File: config.mk
export PLATFORM = sky130hd
export DESIGN_NAME = matmul_job_scheduler
export DESIGN_NICKNAME = d
export VERILOG_FILES = /design/src/rtl/matmul_job_scheduler.sv
export SDC_FILE = /design/constraint.sdc
export NUM_CORES = 2
export LEC_CHECK = 0
export BUFFER_PORTS_ARGS = -buffer_cell sky130_fd_sc_hd__buf_2
export CAP_MARGIN = 25
export CORE_ASPECT_RATIO = 0.9
export CORE_MARGIN = 2
export CORE_UTILIZATION = 25
export CTS_CLUSTER_DIAMETER = 200
export DETAILED_ROUTE_END_ITERATION = 6
export PLACE_DENSITY = 0.49
export SETUP_SLACK_MARGIN = 0.2
export SLEW_MARGIN = 10
export SYNTH_ARGS = -nofsm -noshare
export SYNTH_HDL_FRONTEND = slang
export SYNTH_SLANG_ARGS = --single-unit
File: constraint.sdc
create_clock -name clk -period 22.2 [get_ports clk]
set_clock_uncertainty 0.15 [all_clocks]
set_input_delay 2.22 -clock clk [delete_from_list [all_inputs] [get_ports clk]]
set_output_delay 2.22 -clock clk [all_outputs]
set_load 0.05 [all_outputs]
File: src/rtl/matmul_job_scheduler.sv
// Job sequencer for the systolic matmul. It validates a descriptor, pulses array_start, then issues one fetch per output tile.
// Each fetch is a valid/ready request that holds its addresses while stalled. Completion waits for results_done from the results controller.
module matmul_job_scheduler #(
    parameter int ARRAY_HEIGHT = 4,
    parameter int ARRAY_WIDTH  = 32,
    parameter int DATA_WIDTH   = 16,
    parameter int ADDR_WIDTH   = 32
) (
    input  logic                  clk,
    input  logic                  reset,
    input  logic                  cfg_valid,
    output logic                  cfg_ready,
    input  logic [15:0]           cfg_m,
    input  logic [15:0]           cfg_n,
    input  logic [15:0]           cfg_p,
    input  logic [ADDR_WIDTH-1:0] cfg_a_base,
    input  logic [ADDR_WIDTH-1:0] cfg_b_base,
    input  logic [ADDR_WIDTH-1:0] cfg_c_base,
    output logic [15:0]           m,
    output logic [15:0]           n,
    output logic [15:0]           p,
    output logic                  array_start,
    output logic                  fetch_valid,
    input  logic                  fetch_ready,
    output logic [ADDR_WIDTH-1:0] fetch_a_addr,
    output logic [ADDR_WIDTH-1:0] fetch_b_addr,
    output logic [ADDR_WIDTH-1:0] fetch_c_addr,
    input  logic                  results_done,
    output logic                  busy,
    output logic                  job_done,
    output logic                  job_error
);

    localparam logic [15:0] TILE_H = 16'(ARRAY_HEIGHT);
    localparam logic [15:0] TILE_W = 16'(ARRAY_WIDTH);
    localparam logic [15:0] H_MASK = 16'(ARRAY_HEIGHT - 1);
    localparam logic [15:0] W_MASK = 16'(ARRAY_WIDTH - 1);
    localparam logic [ADDR_WIDTH-1:0] BYTES = ADDR_WIDTH'(DATA_WIDTH / 8);

    typedef enum logic [2:0] {
        S_IDLE, S_CHECK, S_START, S_FETCH, S_WAIT_DONE, S_DONE, S_ERR
    } state_t;

    state_t r_state, w_next;

    logic [15:0]           r_m, r_n, r_p, r_row, r_col;
    logic [ADDR_WIDTH-1:0] r_a_base, r_b_base, r_c_base;
    logic                  r_done_latch;

    logic w_cfg_hs, w_fetch_hs, w_reject, w_col_last, w_row_last, w_done_seen;
    logic [ADDR_WIDTH-1:0] w_row_ext, w_col_ext, w_n_ext, w_p_ext;

    assign w_cfg_hs    = cfg_valid && (r_state == S_IDLE);
    assign w_fetch_hs  = fetch_ready && (r_state == S_FETCH);
    assign w_reject    = (r_m == 16'd0) || (r_n == 16'd0) || (r_p == 16'd0) ||
                         ((r_m & H_MASK) != 16'd0) || ((r_p & W_MASK) != 16'd0);
    assign w_col_last  = (r_col + TILE_W) == r_p;
    assign w_row_last  = r_row == (r_m - TILE_H);
    assign w_done_seen = r_done_latch || results_done;

    // Row/col only move on an accepted fetch, so these stay stable under backpressure.
    assign w_row_ext    = ADDR_WIDTH'(r_row);
    assign w_col_ext    = ADDR_WIDTH'(r_col);
    assign w_n_ext      = ADDR_WIDTH'(r_n);
    assign w_p_ext      = ADDR_WIDTH'(r_p);
    assign fetch_a_addr = r_a_base + w_row_ext * w_n_ext * BYTES;
    assign fetch_b_addr = r_b_base + w_col_ext * BYTES;
    assign fetch_c_addr = r_c_base + (w_row_ext * w_p_ext + w_col_ext) * BYTES;

    assign m = r_m;
    assign n = r_n;
    assign p = r_p;

    always_ff @(posedge clk) begin
        if (reset) r_state <= S_IDLE;
        else       r_state <= w_next;
    end

    always_comb begin
        w_next      = r_state;
        cfg_ready   = 1'b0;
        array_start = 1'b0;
        fetch_valid = 1'b0;
        job_done    = 1'b0;
        job_error   = 1'b0;
        busy        = 1'b1;
        case (r_state)
            S_IDLE: begin
                cfg_ready = 1'b1;
                busy      = 1'b0;
                if (cfg_valid) w_next = S_CHECK;
            end
            S_CHECK: w_next = w_reject ? S_ERR : S_START;
            S_START: begin
                array_start = 1'b1;
                w_next      = S_FETCH;
            end
            S_FETCH: begin
                fetch_valid = 1'b1;
                if (fetch_ready && w_col_last && w_row_last) w_next = S_WAIT_DONE;
            end
            S_WAIT_DONE: if (w_done_seen) w_next = S_DONE;
            S_DONE: begin
                job_done = 1'b1;
                w_next   = S_IDLE;
            end
            S_ERR: begin
                job_error = 1'b1;
                w_next    = S_IDLE;
            end
            default: w_next = S_IDLE;
        endcase
    end

    always_ff @(posedge clk) begin
        if (reset) begin
            r_m          <= '0;
            r_n          <= '0;
            r_p          <= '0;
            r_row        <= '0;
            r_col        <= '0;
            r_a_base     <= '0;
            r_b_base     <= '0;
            r_c_base     <= '0;
            r_done_latch <= 1'b0;
        end else begin
            if (w_cfg_hs) begin
                r_m      <= cfg_m;
                r_n      <= cfg_n;
                r_p      <= cfg_p;
                r_a_base <= cfg_a_base;
                r_b_base <= cfg_b_base;
                r_c_base <= cfg_c_base;
            end
            if (r_state == S_START) begin
                r_row <= '0;
                r_col <= '0;
            end else if (w_fetch_hs) begin
                if (w_col_last) begin
                    r_col <= '0;
                    if (!w_row_last) r_row <= r_row + TILE_H;
                end else begin
                    r_col <= r_col + TILE_W;
                end
            end
            // The results controller may finish before the last fetch is accepted.
            if (r_state == S_WAIT_DONE && w_done_seen)
                r_done_latch <= 1'b0;
            else if ((r_state == S_FETCH || r_state == S_WAIT_DONE) && results_done)
                r_done_latch <= 1'b1;
        end
    end

endmodule

### Yosys cells after proc, flatten, opt, wreduce, memory -nomap -nowiden

Index checks and enable logic that the tools add are counted.

* flip-flop bits (word level): 180
* input bits: 149

* multiply operators: 2
* bitwise gates (word level): 1
* mux-type cells: 12
* add/subtract/negate cells: 7
* equal/unequal tests: 11
* reductions and logical operators: 22

Operator list (count)
* $add A32 B32 Y32: 2
* $mul A16 B16 Y31: 2
* $logic_not A16 Y1: 3
* $add A32 B17 Y32: 1
* $eq A16 B16 Y1: 2
* $reduce_bool A16 Y1: 2
* $add A31 B16 Y31: 1
* $add A16 B3 Y16 const B: 1
* $add A16 B6 Y16 const B: 1
* $mux W16: 1
* $sub A16 B3 Y16 const B: 1
* $pmux W3 S5: 1
* $mux W3: 4
* $eq A3 B3 Y1 const B: 3
* $eq A3 B2 Y1 const B: 2
* $logic_and A1 B1 Y1: 6
* $logic_or A1 B1 Y1: 6
* $mux W1: 6
* $reduce_and A3 Y1: 2
* $ne A2 B2 Y1 const B: 2
* $reduce_or A2 Y1: 2
* $eq A3 B1 Y1 const B: 1
* $logic_not A3 Y1: 1
* $ne A2 B1 Y1 const B: 1
* $not A1 Y1: 1

### Logic depth before layout (Yosys ltp)

* word-level depth: 7
* depth in mapped cells: 34
* mapped depth without buffers: 31

### Worst setup path after synthesis

OpenSTA, ideal clock, no wires.

* path type: reg2out
* start: reg r_p[7] (netlist: p[7])
* end: out fetch_c_addr[30]
* arrival: 9.451 ns
* required time: 19.830 ns
* cell stages (with the launch flop): 29
* slack: 10.379 ns
* path through: dfxtp_1 > clkbuf_1 > clkbuf_1 > nand2_1 > fa_1 > inv_1 > fa_1 > inv_1 > fa_1 > inv_1 > fa_1 > fa_1 > inv_1 > fa_1 > inv_1 > ha_1 > a21o_1 > a21oi_1 > nor2b_1 > o21ai_0 > o21ai_0 > a2111oi_0 > nor3_1 > ha_1 > or3_1 > or4_1 > a2111oi_0 > nor3_1 > o311ai_0

* word-level cells in the longest chain between the ends: 3

RTL lines
* from (decl): RTL line 46 `logic [15:0] r_m, r_n, r_p, r_row, r_col;`
* from (signal assigned): RTL line 130 `r_p <= cfg_p;`
* $mul A16 B16 Y31: RTL line 68 `assign fetch_c_addr = r_c_base + (w_row_ext * w_p_ext + w_col_ext) * BYTES;`
* $add A31 B16 Y31: RTL line 68
* $add A32 B32 Y32: RTL line 68
* to (decl): RTL line 27 `output logic [ADDR_WIDTH-1:0] fetch_c_addr,`

No other way between the ends.

### Worst setup path in the final report

* start: reg r_row[6]
* end: out fetch_c_addr[30]

* word-level cells in the longest chain between the ends: 3

RTL lines
* from (decl): RTL line 46
* from (signal assigned): RTL line 141 `if (!w_row_last) r_row <= r_row + TILE_H;`
* $mul A16 B16 Y31: RTL line 68
* $add A31 B16 Y31: RTL line 68
* $add A32 B32 Y32: RTL line 68

No other way between the ends.

==> run_results.csv <==
group,metric,value,unit
run_status,status,"completed",
global_route,grtUsageTotal,15.61,%
final_layout,final_layout_size_suffix_gt1_share,11.33,%
sta,setup_viol,0,
worst_setup_path,critPathArrivalTime,9.38,ns
final_layout,instances_no_fill,4793,
sta,fin_crit_sh,52.92,%
logic_synthesis,synthesis.area,25900,µm²
final_layout,final_common_cell,"nand2_1",
logic_synthesis,ys_top_cells_by_area,"fa_1, dfxtp_1, ha_1",
logic_synthesis,synth_largest_area_cell,"fa_1",
pwr,p_per_area,55.06,nW/µm²
drt,detail_route.vias_per_cell,4.500,
hold_path,holdCritPathClass,"register to register",
logic_synthesis,async_reset_ff_share,0,%
placement,dp_hpwl,62.72,mm
floorplanning,die_x,343.3,µm
floorplanning,fp.dieH,309.4,µm
pwr,switching_share,53.28,%
final_layout,layout_common_cells,"nand2_1, inv_1, fa_1",
logic_synthesis,synth_top_area_share,26.66,%
worst_setup_path,crit_fanout,22,
logic_synthesis,ys_seq_elements,173,
logic_synthesis,synth_edf_count,0,
floorplanning,die-area,106200,µm²
pwr,vdd_drop_max,0.08041,mV
worst_setup_path,path_class,"register to output port",
sta,finalHoldViolations,0,
sta,whs,0.3051,ns
logic_synthesis,synthFlopType,"dfxtp_1",
placement,gp_congestion,0.8351,
logic_synthesis,yosysUniqueCellTypes,70,
sta,drv_slew,0,
floorplanning,rows,112,
worst_setup_path,cp-end-kind,"output port",
sta,rsz0062_at_grt,"no",
pwr,p_int,753.9,µW
pwr,power_frac_seq,30.7,%
run,maxCapViolCount,0,
final_layout,fin_nets,4175,
final_layout,final_util,28.42,%
pwr,p_leak,0.01463,µW
pwr,total_power,1614,µW
drt,first_pass_iters,5,
pwr,power.switching,859.9,µW
drt,vias,21570,
global_route,grt_remaining_overflow,0,
logic_synthesis,synthCells,3238,
drt,wire_per_inst,16.78,µm
global_route,grt_pass1_vias,22420,
logic_synthesis,synth_warnings,0,
final_layout,area_growth,13.15,%
cts,clk_path_buf_depth,2,
drt,drcViolationCount,0,
cts,clock_sinks,173,
cts,clock_latency,0.53,ns
pwr,pwr-share-comb,47.8,%
placement,placedCellCount,4760,
pwr,clkPwrFrac,21.5,%
global_route,antenna_found_initial,1,
cts,cts_root_buf,"clkbuf_16",
cts,post-cts-setup-buffers,0,
floorplanning,io_pins,299,
sta,tightest_slew,1.045,ns
sta,fmax,85.12,MHz
cts,path_clk_slew,0.08,ns
drt,wirelength,80.41,mm
cts,ctsHtreeMaxLevel,4,
global_route,grt_max_degree,71,
logic_synthesis,yosysSeqAreaShare,13.37,%
sta,post-route-min-period,11.75,ns
logic_synthesis,avgSynthCellArea,7.999,µm²
cts,cts_inserted_buffers,17,
sta,relSlewSlack,30.22,%
sta,fin_setup_tns,0,ns
cts,cts_tree,"built",
worst_setup_path,start_kind,"register",
worst_setup_path,worstPathRequired,19.83,ns
floorplanning,initial_utilization,25.11,%
drt,drtIter0Drc,1064,
floorplanning,core,103100,µm²
placement,io_buffers,298,
cts,cts_resized,0,
drt,final_antenna_net_count,0,
cts,cts.hold.buffers_added,0,
global_route,grt_pass1_wl,128.7,mm
[worst paths after layout]
path,from,end,slack (ns),cells past startpoint
setup / recovery,r_row[6],fetch_c_addr[30],10.45,26
hold / removal,r_b_base[1],r_b_base[1],0.31,2
setup reg to reg,r_col[5],r_row[13],17.60,10
hold reg to reg,r_b_base[1],r_b_base[1],0.31,2
[per-layer routing]
metal / wire length [µm] / share of wire (%) / vias to the layer above / GRT usage (%)
li1: - / - / 10560 / -
met1: 38360 / 48 / 10460 / 21.18
met2: 36360 / 45 / 492 / 25.60
met3: 4191 / 5.2 / 64 / 2.623
met4: 1496 / 1.9 / 0 / 4.143
met5: 0 / 0 / - / 0
[sequential cells by signal, summed over array words and instances (netlist names)]
name,flops
r_col,11
n,16
r_row,14
r_c_base,32
r_state,3
r_done_latch,1
m,16
r_a_base,32
p,16
r_b_base,32
[power groups by stage]
| stage | clock network [µW] | registers (µW) | logic, µW |
|---|---|---|---|
| floorplan | 0 | 496 | 528 |
| global placement | 0 | 503 | 774 |
| detailed placement | 0 | 503 | 782 |
| CTS | 364 | 496 | 784 |
| global route | 369 | 507 | 842 |
| finish | 347 | 495 | 772 |
[layout make-up]
type	instances	area [µm²]
diodes	1	2.502
clock buffers	19	452.9
clock inverters	13	167.7
fillers	11370	73830
inverters	494	1854
multi-input cells	2394	19890
flip-flops and latches	173	3463
well taps	1368	1712
repair buffers	331	1765
[cells by family after synthesis]
| group | Yosys count | share of synthesized area [%] |
|---|---|---|
| AND/OR/NAND/NOR | 1143 | 20.66 |
| buffers and inverters | 673 | 9.907 |
| adder cells (fa/ha/maj) | 615 | 39.71 |
| AO/OA/AOI/OAI | 474 | 10.96 |
| flip-flops | 173 | 13.37 |
| XOR/XNOR | 156 | 5.275 |
| multiplexers | 3 | 0.1159 |
| other | 1 | 0.01448 |
[synthesized netlist by cell type, types with 6 or more instances]
| library cell | count |
|---|---|
| nand2_1 | 606 |
| xor2_1 | 46 |
| dfxtp_1 | 173 |
| buf_4 | 9 |
| and3_1 | 18 |
| fa_1 | 345 |
| nand3b_1 | 9 |
| inv_1 | 494 |
| o31ai_1 | 8 |
| nor3_1 | 37 |
| buf_1 | 16 |
| nor2_1 | 121 |
| xnor2_1 | 110 |
| o21a_1 | 21 |
| o22ai_1 | 6 |
| nand3_1 | 31 |
| o21ai_0 | 65 |
| clkbuf_1 | 149 |
| nor2b_1 | 16 |
| nand2b_1 | 14 |
| a21oi_1 | 245 |
| or2_2 | 8 |
| a2111oi_0 | 7 |
| a21o_1 | 42 |
| or3_1 | 14 |
| ha_1 | 270 |
| a31oi_1 | 10 |
| nand4_1 | 16 |
| o211ai_1 | 8 |
| nor4_1 | 12 |
| or4_1 | 11 |
| a211oi_1 | 14 |
| and2_1 | 208 |
[critical path, cell delays in order, from the launching register on]
cell	delay, ns
dfxtp_1	0.91
buf_4	0.38
nand2_1	0.10
fa_1	0.53
inv_1	0.06
fa_1	0.47
ha_1	0.20
fa_1	0.47
inv_1	0.05
fa_1	0.49
fa_1	0.49
inv_1	0.04
ha_1	0.31
o21a_1	0.22
o21ai_0	0.22
nand2b_1	0.11
a41oi_1	0.45
o21ai_0	0.26
a2111oi_0	0.44
nor3_1	0.13
ha_1	0.26
or3_1	0.39
or4_1	0.45
a2111oi_0	0.59
nor3_1	0.16
o311ai_0	0.32
buf_2	0.34
[metrics by stage]
step	setup WS [ns]	area, µm²
2_1_floorplan	10.38	25910
3_3_place_gp	10.91	28660
3_5_place_dp	10.87	28690
4_1_cts	10.28	29310
5_1_grt	9.562	29310
6_report	10.45	29310
Note: power is estimated with default switching activity, not from simulation.
